## config.mk

```make
export PLATFORM = sky130hd
export DESIGN_NAME = tone_i2s_out
export DESIGN_NICKNAME = d
export VERILOG_FILES = /design/src/rtl/tone_i2s_out.sv
export SDC_FILE = /design/constraint.sdc
export NUM_CORES = 1
export LEC_CHECK = 0
export ABC_CLOCK_PERIOD_IN_PS = 9500
export CAP_MARGIN = 30
export CORE_MARGIN = 5
export CORE_UTILIZATION = 45
export CTS_CLUSTER_DIAMETER = 80
export CTS_CLUSTER_SIZE = 16
export DETAILED_ROUTE_END_ITERATION = 7
export HOLD_SLACK_MARGIN = 0.1
export PLACE_DENSITY_LB_ADDON = 0.3
export SYNTH_ARGS = -nofsm -noshare
export SYNTH_HDL_FRONTEND = slang
export SYNTH_SLANG_ARGS = --single-unit
```

## constraint.sdc

```tcl
create_clock -name clk -period 9.5 [get_ports clk]
set_input_delay 1.9 -clock clk [delete_from_list [all_inputs] [get_ports clk]]
set_output_delay 1.9 -clock clk [all_outputs]
set_load 0.01 [all_outputs]
```

## src/rtl/tone_i2s_out.sv

```systemverilog
// Tone generator and I2S serializer for a stereo DAC.
// Two square-wave tone channels swing between volume_min and volume_max.
// Once per 512-clk frame the pair {L,R} is latched, then shifted out MSB
// first with the I2S one-bit delay.
// Clocks: mclk = clk/4, sck = clk/16, lrck = clk/512 (0 = left).
module tone_i2s_out #(
  parameter int CLK_DIV_W = 9,
  parameter int DIV_W     = 22
) (
  input  logic             clk,
  input  logic             rst,
  input  logic [15:0]      volume_max,
  input  logic [15:0]      volume_min,
  input  logic [DIV_W-1:0] note_div_l,
  input  logic [DIV_W-1:0] note_div_r,
  input  logic             mute,
  output logic             audio_mclk,
  output logic             audio_lrck,
  output logic             audio_sck,
  output logic             audio_sdin,
  output logic             frame_tick
);

  // Frame counter; every audio clock is a plain bit of it.
  logic [CLK_DIV_W-1:0] fcnt;

  // Tone channel state. div_q_* holds last cycle's divider so that a
  // note change can be detected and the phase restarted.
  logic [DIV_W-1:0] tcnt_l, tcnt_r;
  logic [DIV_W-1:0] div_q_l, div_q_r;
  logic             sq_l, sq_r;

  // Serializer state.
  logic [31:0] word;
  logic [15:0] sample_l, sample_r;
  logic [31:0] word_next;
  logic [4:0]  slot_next;
  logic [4:0]  bit_idx;
  logic        latch_edge;
  logic        slot_edge;

  assign audio_mclk = fcnt[1];
  assign audio_sck  = fcnt[3];
  assign audio_lrck = fcnt[CLK_DIV_W-1];

  // Free-running frame counter, wraps at the end of each frame.
  always_ff @(posedge clk or posedge rst) begin
    if (rst) fcnt <= '0;
    else     fcnt <= fcnt + CLK_DIV_W'(1);
  end

  // Left tone: restart on silence or note change, otherwise count out
  // the half-period and flip the square bit. A note change beats the
  // terminal count.
  always_ff @(posedge clk or posedge rst) begin
    if (rst) begin
      tcnt_l  <= '0;
      sq_l    <= 1'b0;
      div_q_l <= '0;
    end else begin
      div_q_l <= note_div_l;
      if (note_div_l == '0 || note_div_l != div_q_l) begin
        tcnt_l <= '0;
        sq_l   <= 1'b0;
      end else if (tcnt_l >= note_div_l - DIV_W'(1)) begin
        tcnt_l <= '0;
        sq_l   <= ~sq_l;
      end else begin
        tcnt_l <= tcnt_l + DIV_W'(1);
      end
    end
  end

  // Right tone: same behaviour as the left channel.
  always_ff @(posedge clk or posedge rst) begin
    if (rst) begin
      tcnt_r  <= '0;
      sq_r    <= 1'b0;
      div_q_r <= '0;
    end else begin
      div_q_r <= note_div_r;
      if (note_div_r == '0 || note_div_r != div_q_r) begin
        tcnt_r <= '0;
        sq_r   <= 1'b0;
      end else if (tcnt_r >= note_div_r - DIV_W'(1)) begin
        tcnt_r <= '0;
        sq_r   <= ~sq_r;
      end else begin
        tcnt_r <= tcnt_r + DIV_W'(1);
      end
    end
  end

  // Sample selection and serializer slot decode.
  always_comb begin
    sample_l   = (mute || note_div_l == '0) ? 16'h0000 : (sq_l ? volume_max : volume_min);
    sample_r   = (mute || note_div_r == '0) ? 16'h0000 : (sq_r ? volume_max : volume_min);
    word_next  = {sample_l, sample_r};
    latch_edge = (fcnt == CLK_DIV_W'(15));
    slot_edge  = (fcnt[3:0] == 4'hF);
    slot_next  = fcnt[CLK_DIV_W-1 -: 5] + 5'd1;
    // (32 - s') mod 32: slot 1 -> bit 31, slot 0 -> bit 0.
    bit_idx    = 5'd0 - slot_next;
  end

  // Word latch at the start of slot 1, and bit output on every falling
  // sck edge. Slot 1 takes its bit straight from the word being latched.
  always_ff @(posedge clk or posedge rst) begin
    if (rst) begin
      word       <= '0;
      audio_sdin <= 1'b0;
      frame_tick <= 1'b0;
    end else begin
      frame_tick <= latch_edge;
      if (latch_edge) word <= word_next;
      if (slot_edge) begin
        if (latch_edge) audio_sdin <= word_next[31];
        else            audio_sdin <= word[bit_idx];
      end
    end
  end

endmodule

```

==> run summary <==
Max-slew violations -> 0
Dpl cells -> 1,005
Area after DPL -> 8538 um2
PD cells -> 152.1 nW/um2
Port bufs -> 83
Place WS -> 3.479 ns
Clock skew -> 0.009675 ns
Max Cap Violations -> 0
Vias -> 5,494
Gpl congestion -> 0.8270
Critical path data required time -> 9.83 ns
GRT overflow -> 0
Max Buffers Root-to-Sink -> 2
Die Area -> 19,360 um2
NetSw -> 0.3157 mW
Share of the synthesized area in the top cell type -> 0.4434
Startpoint types -> primary input
DRC marker count from the first detailed-route iteration -> 277
Status -> complete, no violations
Share of layout cells above drive strength 1 -> 0.07213
Critical Path AT -> 5.95 ns
Die Y -> 139.2 um
Vias in the first global route -> 5,723
Drc violations -> 0
CTS tree -> done
Period utilization -> 0.5918
Slew HR -> 0.4619
Skew-Pair Late Insertion Delay -> 0.41 ns
Internal Pwr Total -> 1.085 mW
Tot Pwr -> 1.400 mW
GR Util All Layers -> 0.1773
Final worst slack -> 3.878 ns
Reg-to-reg slack, setup -> 6.43 ns
Worst min path class -> flop to flop
DR vias/cell -> 5.293
Final Hold Viols -> 0
Top_reg_cell synth -> dfrtp_1
Yosys top cell by area -> dfrtp_1
Post-synth EDFFs -> 0
Num rows -> 47
Mapped Area -> 7506 um2
Util after Layout -> 0.5591
Area Growth Syn to Fin -> 22.65%
N_diodes -> 0
Hold WS -> 0.4613 ns
Final wirelength -> 16.74 mm
Switching Share -> 0.2255
Register area share after synthesis -> 0.4434
Clock transition at path regs -> 0.06 ns
Largest net degree at the start of global routing -> 49
Largest stage delay, worst path -> 0.60 ns
Ys Warns -> 0
Final std cells w/o fill -> 1,038
CP Class -> primary input to flop
Clock network fraction of design power -> 0.490
Crit. End Element -> flop
Die W -> 139.2 um
Ys async rst share -> 1.000
Largest fanout on the critical path -> 21
CORE AREA -> 16,470 um2
Post-CTS Setup Bufs -> 0
DR pass1 iterations -> 4
Max VDD drop -> 0.1395 mV
Most frequent cell after synthesis -> dfrtp_1
Syn Inst Count -> 720
Initial Util -> 0.4559
Post-route ant nets -> 0
CTS H-Tree Depth -> 4
Clock Sinks -> 133
Critical-path cell list -> clkdlybuf4s50_1, or4_4, or4_4, or4_1, xor2_1, ha_1, a21o_1, a21o_1, a21oi_1, o21ai_0, a21oi_1, nand2_1, nor2_1
Post-synth top cells -> dfrtp_1, nor2_1, xnor2_1, nand2_1, xor2_1
Final TNS setup -> 0 ns
Post-CTS sizing -> 0
Avg Inst Size Synth -> 10.42 um2
Wire per inst -> 16.13 um
Final net count -> 934
Syn_nets -> 848
Initial antenna violation count -> 0
RSZ-0062 raised after global routing -> no
Clock Root Buffer -> clkbuf_16
# setup viols final -> 0
Fmax -> 0.1779 GHz
Logic pwr share -> 0.088
Worst Tran Pin Value -> 0.8071 ns
Hold_buf cts -> 0
I/O pin count -> 84
HPWL after DPL -> 12.38 mm
Number of synthesized register bits -> 133
First-pass GRT wire length -> 28.34 mm
Clock buffer count from CTS -> 17
Synth area leaders -> dfrtp_1, ha_1, xnor2_1
Final min period -> 5.622 ns
Seq pwr share -> 0.422
Post-route cell area -> 9206 um2
Leakage power -> 3.844 nW
CP max stage cell -> or4_4
Yosys cell types -> 45
state kept, by name (all words and copies together), names as in the netlist, 9 cells and up:
signal / count
div_q_l: 22
div_q_r: 22
fcnt: 9
tcnt_l: 22
tcnt_r: 22
word: 32
power by group through the flow:
stage | combinational (mW) | clock [mW] | sequential (mW)
after global placement | 0.119 | 0 | 0.601
after global routing | 0.137 | 0.726 | 0.593
after CTS | 0.125 | 0.697 | 0.592
after detailed placement | 0.124 | 0 | 0.602
after floorplan | 0.0592 | 0 | 0.600
final | 0.123 | 0.686 | 0.591
worst max-delay path: cells and delay by family:
family	cells	cell delay, ns
AOI/OAI and AO/OA	5	0.80
xor gates and xnor gates	1	0.18
adders and majority gates	1	0.32
buffers and inverters	1	0.53
and+or+nand+nor	5	2.22
final cells by class:
class / instances / area [um2]
Timing Repair Buffer: 88 / 920.9
Inverter: 14 / 55.05
Multi-Input combinational cell: 552 / 4014
Tap cell: 220 / 275.3
Clock buffer: 19 / 432.9
Fill cell: 1411 / 7259
Sequential cell: 133 / 3328
Clock inverter: 12 / 180.2
cells by family after synthesis:
logic type | Yosys count | share of synthesized area
AO/OA/AOI/OAI | 74 | 0.06284
XOR/XNOR | 131 | 0.1529
adder cells (fa/ha/maj) | 49 | 0.08168
buffers and inverters | 35 | 0.02183
flip-flops | 133 | 0.4434
multiplexers | 42 | 0.07101
AND/OR/NAND/NOR | 256 | 0.1664
path summary, 6_finish.rpt:
kind | start | end | depth (start not counted)
setup / recovery | note_div_l[13] | tcnt_l[13] | 13
hold / removal | fcnt[0] | fcnt[0] | 1
setup reg to reg | tcnt_r[3] | tcnt_r[18] | 8
hold reg to reg | fcnt[0] | fcnt[0] | 1
max in group asynchronous | rst | div_q_l[14] | 4
min in group asynchronous | rst | tcnt_r[21] | 2
layer usage:
metal  up-vias  routed length [um]  GRT usage
met5         -                   0          0
met4         0                 201    0.04531
met3        18                 690    0.04379
met2        95                8191     0.2930
met1      2687                7655     0.2354
li1       2694                   -          -
layout by cell type (no fill, tap or decap), types with 13 or more instances in the layout:
cell type and n:
o21ai_0 27, clkbuf_16 17, and3_1 19, nand3_1 23, mux2i_1 33, xor2_1 64
ha_1 49, clkdlybuf4s50_1 83, dfrtp_1 133, nand2_1 64, xnor2_1 67, a21oi_1 14
nand4_1 15, inv_1 13, nor4_1 14, nor2_1 69, nor3_1 18
Note: power is estimated with default switching activity, not from simulation.
